$ cat src/rtl/poly_eval_horner.sv
// Horner-rule polynomial evaluator on one multiply-accumulate datapath.
// Operands enter a_N first, x last, one per Go press/release.
module poly_eval_horner #(
  parameter int WIDTH  = 8,
  parameter int DEGREE = 2
) (
  input  logic             Clock,
  input  logic             Resetn,
  input  logic             Go,
  input  logic [WIDTH-1:0] DataIn,
  output logic [WIDTH-1:0] DataResult,
  output logic             ResultValid,
  output logic             Overflow,
  output logic             Busy
);

  localparam int FW = 2 * WIDTH + 1;
  localparam logic [4:0] IDX_TOP = 5'(DEGREE + 1);
  localparam logic [3:0] S_TOP   = 4'(DEGREE - 1);

  typedef enum logic [1:0] {
    LOAD,
    LOAD_WAIT,
    COMPUTE,
    RELEASE_WAIT
  } state_t;

  state_t           state_q;
  logic [4:0]       idx_q;
  logic [3:0]       s_q;
  logic [WIDTH-1:0] coef_q [0:DEGREE];
  logic [WIDTH-1:0] x_q;
  logic [WIDTH-1:0] acc_q;
  logic [WIDTH-1:0] res_q;
  logic             valid_q;
  logic             ovf_q;
  logic             busy_q;

  logic [WIDTH-1:0] a_sel;
  logic [FW-1:0]    mac_full;
  logic             mac_ovf;

  // Select a_s for the current step and form the full-precision MAC.
  always_comb begin
    a_sel = '0;
    for (int k = 0; k <= DEGREE; k++) begin
      if (s_q == 4'(k)) a_sel = coef_q[k];
    end
    mac_full = FW'(acc_q) * FW'(x_q) + FW'(a_sel);
    mac_ovf  = |mac_full[FW-1:WIDTH];
  end

  // Operand capture, handshake sequencing and Horner iteration.
  always_ff @(posedge Clock) begin
    if (!Resetn) begin
      state_q <= LOAD;
      idx_q   <= IDX_TOP;
      s_q     <= '0;
      for (int k = 0; k <= DEGREE; k++) coef_q[k] <= '0;
      x_q     <= '0;
      acc_q   <= '0;
      res_q   <= '0;
      valid_q <= 1'b0;
      ovf_q   <= 1'b0;
      busy_q  <= 1'b0;
    end else begin
      unique case (state_q)
        LOAD: begin
          if (Go) begin
            for (int k = 0; k <= DEGREE; k++) begin
              if (idx_q == 5'(k + 1)) coef_q[k] <= DataIn;
            end
            if (idx_q == 5'd0) x_q <= DataIn;
            if (idx_q == IDX_TOP) begin
              valid_q <= 1'b0;
              ovf_q   <= 1'b0;
            end
            state_q <= LOAD_WAIT;
          end
        end
        LOAD_WAIT: begin
          if (!Go) begin
            if (idx_q != 5'd0) begin
              idx_q   <= idx_q - 5'd1;
              state_q <= LOAD;
            end else begin
              acc_q   <= coef_q[DEGREE];
              s_q     <= S_TOP;
              busy_q  <= 1'b1;
              state_q <= COMPUTE;
            end
          end
        end
        COMPUTE: begin
          acc_q <= mac_full[WIDTH-1:0];
          s_q   <= s_q - 4'd1;
          if (mac_ovf) ovf_q <= 1'b1;
          if (s_q == 4'd0) begin
            res_q   <= mac_full[WIDTH-1:0];
            valid_q <= 1'b1;
            busy_q  <= 1'b0;
            idx_q   <= IDX_TOP;
            state_q <= Go ? RELEASE_WAIT : LOAD;
          end
        end
        RELEASE_WAIT: begin
          if (!Go) state_q <= LOAD;
        end
        default: state_q <= LOAD;
      endcase
    end
  end

  assign DataResult  = res_q;
  assign ResultValid = valid_q;
  assign Overflow    = ovf_q;
  assign Busy        = busy_q;

endmodule

$ cat config.mk
export PLATFORM = sky130hd
export DESIGN_NAME = poly_eval_horner
export DESIGN_NICKNAME = d
export VERILOG_FILES = /design/src/rtl/poly_eval_horner.sv
export SDC_FILE = /design/constraint.sdc
export NUM_CORES = 1
export LEC_CHECK = 0
export CAP_MARGIN = 20
export CORE_UTILIZATION = 30
export CTS_CLUSTER_SIZE = 14
export DETAILED_ROUTE_END_ITERATION = 8
export PLACE_DENSITY_LB_ADDON = 0.08
export SYNTH_ARGS = -nofsm -noshare
export SYNTH_HDL_FRONTEND = slang
export SYNTH_SLANG_ARGS = --single-unit
$ cat constraint.sdc
create_clock -name Clock -period 7.5 [get_ports Clock]
set_clock_uncertainty 0.15 [all_clocks]
set_input_delay 1.5 -clock Clock [delete_from_list [all_inputs] [get_ports Clock]]
set_output_delay 1.5 -clock Clock [all_outputs]
set_load 0.005 [all_outputs]
==> results of run 1 <==
-- where the power goes --
| part | internal, W | switching (W) |
|---|---|---|
| sequential | 0.000360 | 0.00000429 |
| combinational | 0.0000172 | 0.0000245 |
| clock | 0.000224 | 0.000159 |
| total | 0.000601 | 0.000187 |
-- registers in the layout, summed over array words and instances (netlist names), 2 cells and up --
name and count:
DataResult 8, acc_q 8, coef_q 24, idx_q 5
s_q 4, state_q 2, x_q 8
-- Yosys cell counts, drive strengths merged, types with 2 or more instances --
library cell,n
nor3,7
mux2i,17
o211ai,2
nor2,25
a21boi,9
nand4,4
nand3,6
a211oi,5
a22oi,8
inv,63
xor2,4
fa,44
o21bai,2
a21oi,16
o21a,3
clkbuf,23
or3,2
dfxtp,38
or2,2
nor4,4
ha,49
nand2,79
buf,3
and2,40
nor2b,10
nand2b,3
a21o,6
xnor2,4
or3b,3
a31oi,2
o21ai,19
o211a,8
and3,3
edfxtp,24
-- critical path, stage by stage (launching register included) --
cell      delay, ns
dfxtp_1        0.32
inv_1          0.14
ha_1           0.21
or3b_1         0.45
nor2_1         0.44
a22oi_1        0.17
nor2_1         0.11
a21oi_1        0.06
fa_1           0.47
fa_1           0.52
inv_1          0.05
fa_1           0.47
inv_1          0.05
fa_1           0.53
inv_1          0.04
ha_1           0.38
o21a_1         0.15
o31a_1         0.13
o2111a_1       0.26
or3_1          0.31
a222oi_1       0.25
a31oi_1        0.12
-- cell usage in the layout (no fill, tap or decap), types with 10 or more instances in the layout --
| master | instances |
|---|---|
| clkdlybuf4s50_1 | 21 |
| and2_1 | 39 |
| nor2b_1 | 10 |
| inv_1 | 63 |
| o21ai_0 | 17 |
| nand2_1 | 79 |
| edfxtp_1 | 24 |
| dfxtp_1 | 38 |
| fa_1 | 44 |
| nor2_1 | 25 |
| ha_1 | 49 |
| mux2i_1 | 17 |
| a21oi_1 | 16 |
-- cell families after synthesis --
group	Yosys count	share of synthesized area (%)
and+or+nand+nor	190	18.1
xor gates and xnor gates	8	1.36
AOI/OAI and AO/OA	92	12.8
adders and majority gates	93	29.0
DFF	62	28.8
muxes	17	3.30
buffers and inverters	89	6.61
-- worst min-delay path by stage --
stage | endpoint | slack, ns | cells after the start
6_report | DataResult[2]$_SDFFE_PN0P_ | 0.31 | 2
5_1_grt | DataResult[0]$_SDFFE_PN0P_ | 0.34 | 2
4_1_cts | DataResult[0]$_SDFFE_PN0P_ | 0.32 | 2
3_5_place_dp | DataResult[0]$_SDFFE_PN0P_ | 0.31 | 2
3_3_place_gp | DataResult[0]$_SDFFE_PN0P_ | 0.30 | 2
2_1_floorplan | Busy$_SDFFE_PN0P_ | 0.31 | 2
-- per-layer routing --
layer | up-vias | share of wire, % | wire length (µm) | global-route usage [%]
met5 | - | 0 | 0 | 0
met4 | 0 | 1.0 | 120 | 4.60
met3 | 7 | 2.7 | 318 | 2.64
met2 | 38 | 45 | 5290 | 22.7
met1 | 1806 | 52 | 6120 | 19.9
li1 | 1855 | - | - | -
-- stage by stage --
| step | hold slack (ns) | instances |
|---|---|---|
| floorplan | 0.310 | 551 |
| global placement | 0.303 | 768 |
| detailed placement | 0.311 | 768 |
| CTS | 0.319 | 784 |
| global route | 0.339 | 784 |
| finish | 0.315 | 784 |
-- cell type report --
cell class                      count  area [µm²]  area share [%]
Clock buffer                        9         225            3.87
Inverter                           63         236            4.06
Tap cell                          220         275            4.73
Clock inverter                      7        48.8           0.839
Multi-Input combinational cell    400        3330            57.2
Sequential cell                    62        1480            25.5
Timing Repair Buffer               23         225            3.87
==> flow_metrics.tcl, run 1 <==
set metrics [dict create \
    cts.clk_slew.worst_paths_ns 0.06 \
    path_class "register to register" \
    synth_area_leaders "fa_1 (17%), dfxtp_1 (15%), edfxtp_1 (14%), ha_1 (12%), nand2_1 (5.8%)" \
    diodes 0 \
    dp_hpwl_um 9670 \
    gp_congestion 0.737 \
    synth_warnings 0 \
    wl_um 11900 \
    synthesis.area_um2 5150 \
    rsz0062_at_grt "false" \
    die_w_um 133 \
    status "complete, no violations" \
    initial_core_util_pct 30.9 \
    cap_viol_max_count 0 \
    fp-row-count 47 \
    min_period_ns 5.90 \
    slew_violations 0 \
    synth_nets 655 \
    viasPerCell 4.73 \
    ctsHtreeMaxLevel 3 \
    min_path_type "register to register" \
    fmax_mhz 169 \
    n_fill_cell 1693 \
    ctsHoldBuffers 0 \
    grt_max_degree 38 \
    die_height_um 133 \
    synthesis.instances 551 \
    pin_count 22 \
    grt_overflow 0 \
    cp-start-kind "register" \
    post-place-ws_ns 1.59 \
    setup_tns_ns 0 \
    grt_first_pass_wirelength_um 20000 \
    power_density_nw_per_um2 135 \
    yosysSeqAreaShare_pct 28.8 \
    r2r_setup_slack_ns 1.60 \
    synth.avg_cell_area_um2 9.34 \
    startpoint "s_q[0]$_SDFFE_PN0P_" \
    power.leakage_nw 2.68 \
    cp.arrival_ns 5.96 \
    crit_end "Overflow$_SDFFE_PN0P_" \
    drt_pass1_iterations 4 \
    critPathMaxFanout 8 \
    fin_area_um2 5820 \
    worstHoldStart "DataResult[2]$_SDFFE_PN0P_" \
    dieArea_um2 17700 \
    peakVddDrop_uv 112 \
    timing.final.crit_share_pct 78.7 \
    drive_above_1_share_pct 4.96 \
    dpl_cell_area_um2 5550 \
    async_flop_share_pct 0 \
    layout_setup_ws_ns 1.60 \
    synth_flop_cell "dfxtp_1" \
    dr_total_vias 3706 \
    clockBufferDepth 2 \
    worstSetupEndpointType "register" \
    synth-seq-cells 62 \
    utilization_pct 35.0 \
    core-area_um2 16600 \
    yosys.cell_types.count 57 \
    cts_resized 0 \
    rr_endpoint "Overflow$_SDFFE_PN0P_" \
    clk_latency_ns 0.33 \
    power_w 0.000788 \
    tightest_slew_ns 0.849 \
    nets 663 \
    cts_tree "built" \
    r2r-start "s_q[0]$_SDFFE_PN0P_" \
    numCtsBuffers 9 \
    post_cts_buffers 0 \
    antenna_found_initial 0 \
    routedWlPerCell_um 15.1 \
    clock_sinks 62 \
    areaGrowthSynthToFinish_pct 13.0 \
    route.detailed.drc 0 \
    postRouteAntennaNets 0 \
    synth_edf_count 24 \
    finalHoldViolations 0 \
    synth_top_area_share_pct 17.1 \
    yosys.area.top_type "fa_1" \
    drt-initial-drc-count 126 \
    grt_pass1_vias 3852 \
    grt_usage_pct 14.4 \
    required_ns 7.56 \
    finalSetupViolations 0 \
    worstRegToRegCells 21 \
    root_buffer "clkbuf_16" \
    slew_headroom_pct 43.4 \
    io_buffers 21 \
]
Note: power is estimated with default switching activity, not from simulation.
==> inputs of run 2 (changes only) <==
==> constraint.sdc (replaced) <==
create_clock -name Clock -period 5.5 [get_ports Clock]
set_clock_uncertainty 0.15 [all_clocks]
set_input_delay 1.1 -clock Clock [delete_from_list [all_inputs] [get_ports Clock]]
set_output_delay 1.1 -clock Clock [all_outputs]
set_load 0.005 [all_outputs]
==> flow_metrics.tcl, run 2 (synthesis results as in run 1) <==
set metrics [dict create \
    min_period_ns 5.34 \
    r2r-start "s_q[1]$_SDFFE_PN0P_" \
    timing.final.crit_share_pct 97.2 \
    crit_path_cell_trace "inv_2 > ha_4 > or3b_4 > nor2_4 > buf_6 > a22oi_1 > nor2_1 > a21oi_1 > fa_2 > fa_1 > fa_1 > fa_1 > inv_1 > ha_4 > a2111o_1 > o2111a_1 > or3_1 > a222oi_1 > a31oi_1" \
    clk_latency_ns 0.33 \
    route.detailed.drc 0 \
    status "complete, no violations" \
    areaGrowthSynthToFinish_pct 19.1 \
    grt_max_degree 38 \
    grt_usage_pct 14.8 \
    worstSetupEndpointType "register" \
    dpl_cell_area_um2 5620 \
    r2r_setup_slack_ns 0.16 \
    mostFrequentLayoutCells "nand2_1 (79), inv_1 (57), ha_1 (42)" \
    power.leakage_nw 2.78 \
    root_buffer "clkbuf_16" \
    wl_um 12300 \
    layout_commonest_cell "nand2_1" \
    largest_reg_flops 24 \
    pin_count 22 \
    path_class "register to register" \
    power_density_nw_per_um2 181 \
    rr_endpoint "Overflow$_SDFFE_PN0P_" \
    antenna_found_initial 0 \
    slew_headroom_pct 38.4 \
    slew_violations 0 \
    cp.arrival_ns 5.39 \
    cap_viol_max_count 0 \
    grt_overflow 0 \
    initial_core_util_pct 30.9 \
    fp-row-count 47 \
    rsz0062_at_grt "true" \
    drt-initial-drc-count 113 \
    cts_tree "built" \
    grt_first_pass_wirelength_um 20400 \
    dp_hpwl_um 9810 \
    power_w 0.00111 \
    hold_depth 2 \
    drive_above_1_share_pct 12.6 \
    required_ns 5.55 \
    worstHoldStart "Busy$_SDFFE_PN0P_" \
    cp-start-kind "register" \
    io_buffers 21 \
    holdPathEnd "Busy$_SDFFE_PN0P_" \
    core-area_um2 16600 \
    grt_pass1_vias 3855 \
    crit_buf_inv 3 \
    fmax_mhz 187 \
    cpMaxStageDelayCell "fa_1" \
    postRouteAntennaNets 0 \
    numCtsBuffers 9 \
    finalHoldViolations 0 \
    dr_total_vias 3797 \
    post-place-ws_ns 0.0213 \
    ctsHtreeMaxLevel 3 \
    peakVddDrop_uv 176 \
    viasPerCell 4.71 \
    max_stage_delay_ns 0.59 \
    tightest_slew_ns 0.923 \
    clock_sinks 62 \
    largest-register "coef_q" \
    clockBufferDepth 2 \
    nets 685 \
    routedWlPerCell_um 15.3 \
    layout_setup_ws_ns 0.156 \
    critPathMaxFanout 8 \
    fin_area_um2 6130 \
    cts.clk_slew.worst_paths_ns 0.05 \
    die_height_um 133 \
    diodes 0 \
    die_w_um 133 \
    path_delay_family "adder cells" \
    dieArea_um2 17700 \
    n_fill_cell 1690 \
    path_common_cell "fa_1" \
    drt_pass1_iterations 4 \
    worstRegToRegCells 19 \
    finalSetupViolations 0 \
    min_path_type "register to register" \
    gp_congestion 0.748 \
]
[run 2: power by group]
part / total, W / internal [W] / switching [W]
logic: 0.0000619 / 0.0000274 / 0.0000346
registers: 0.000498 / 0.000492 / 0.00000656
clock network: 0.000548 / 0.000348 / 0.000200
total: 0.00111 / 0.000866 / 0.000242
[run 2: repair_timing]
action                     in CTS  in global routing
hold endpoints to repair        0                  0
setup endpoints to repair       1                  3
pin swaps                       0                 35
gates resized for setup         1                 35
setup buffers                   0                 12
hold buffers                    0                  0
[run 2: through the flow]
stage | std cells | hold WS, ns | util [%] | TNS, ns
after detailed placement | 778 | 0.310 | 33.8 | 0
final | 806 | 0.314 | 36.9 | 0
after floorplan | 551 | 0.310 | - | 0
after CTS | 794 | 0.316 | 35.5 | 0
after global placement | 778 | 0.304 | 33.8 | 0
after global routing | 806 | 0.339 | 36.9 | -0.0344
[run 2: how the worst max path moves through the flow]
stage / start / end / cells after the start
after CTS: s_q[1]$_SDFFE_PN0P_ / Overflow$_SDFFE_PN0P_ / 22
after floorplan: s_q[0]$_SDFFE_PN0P_ / Overflow$_SDFFE_PN0P_ / 22
final: s_q[1]$_SDFFE_PN0P_ / Overflow$_SDFFE_PN0P_ / 19
after global placement: s_q[1]$_SDFFE_PN0P_ / Overflow$_SDFFE_PN0P_ / 20
after detailed placement: s_q[1]$_SDFFE_PN0P_ / Overflow$_SDFFE_PN0P_ / 20
after global routing: s_q[1]$_SDFFE_PN0P_ / Overflow$_SDFFE_PN0P_ / 23
[run 2: per-layer routing]
layer  part of all wire [%]  global-route usage (%)  wire length [µm]  up-vias
li1                       -                       -                 -     1903
met1                     51                    20.5              6280     1843
met2                     46                    23.3              5600       42
met3                    2.2                    3.41               271        9
met4                    1.2                    3.26               142        0
met5                      0                       0                 0        -
[run 2: cell type report]
class | count | area, µm² | area share [%]
clock inverter | 5 | 50.0 | 0.816
inverter | 63 | 236 | 3.85
sequential | 62 | 1480 | 24.2
tap | 220 | 275 | 4.49
timing repair buffer | 45 | 398 | 6.49
clock buffer | 11 | 233 | 3.79
multi-input combinational | 400 | 3460 | 56.4
[run 2: worst min-delay path: cells and delay by family, from the launching register on]
family / cells / cell delay, ns
compound gates: 1 / 0.06
flops: 1 / 0.30
simple gates: 1 / 0.05
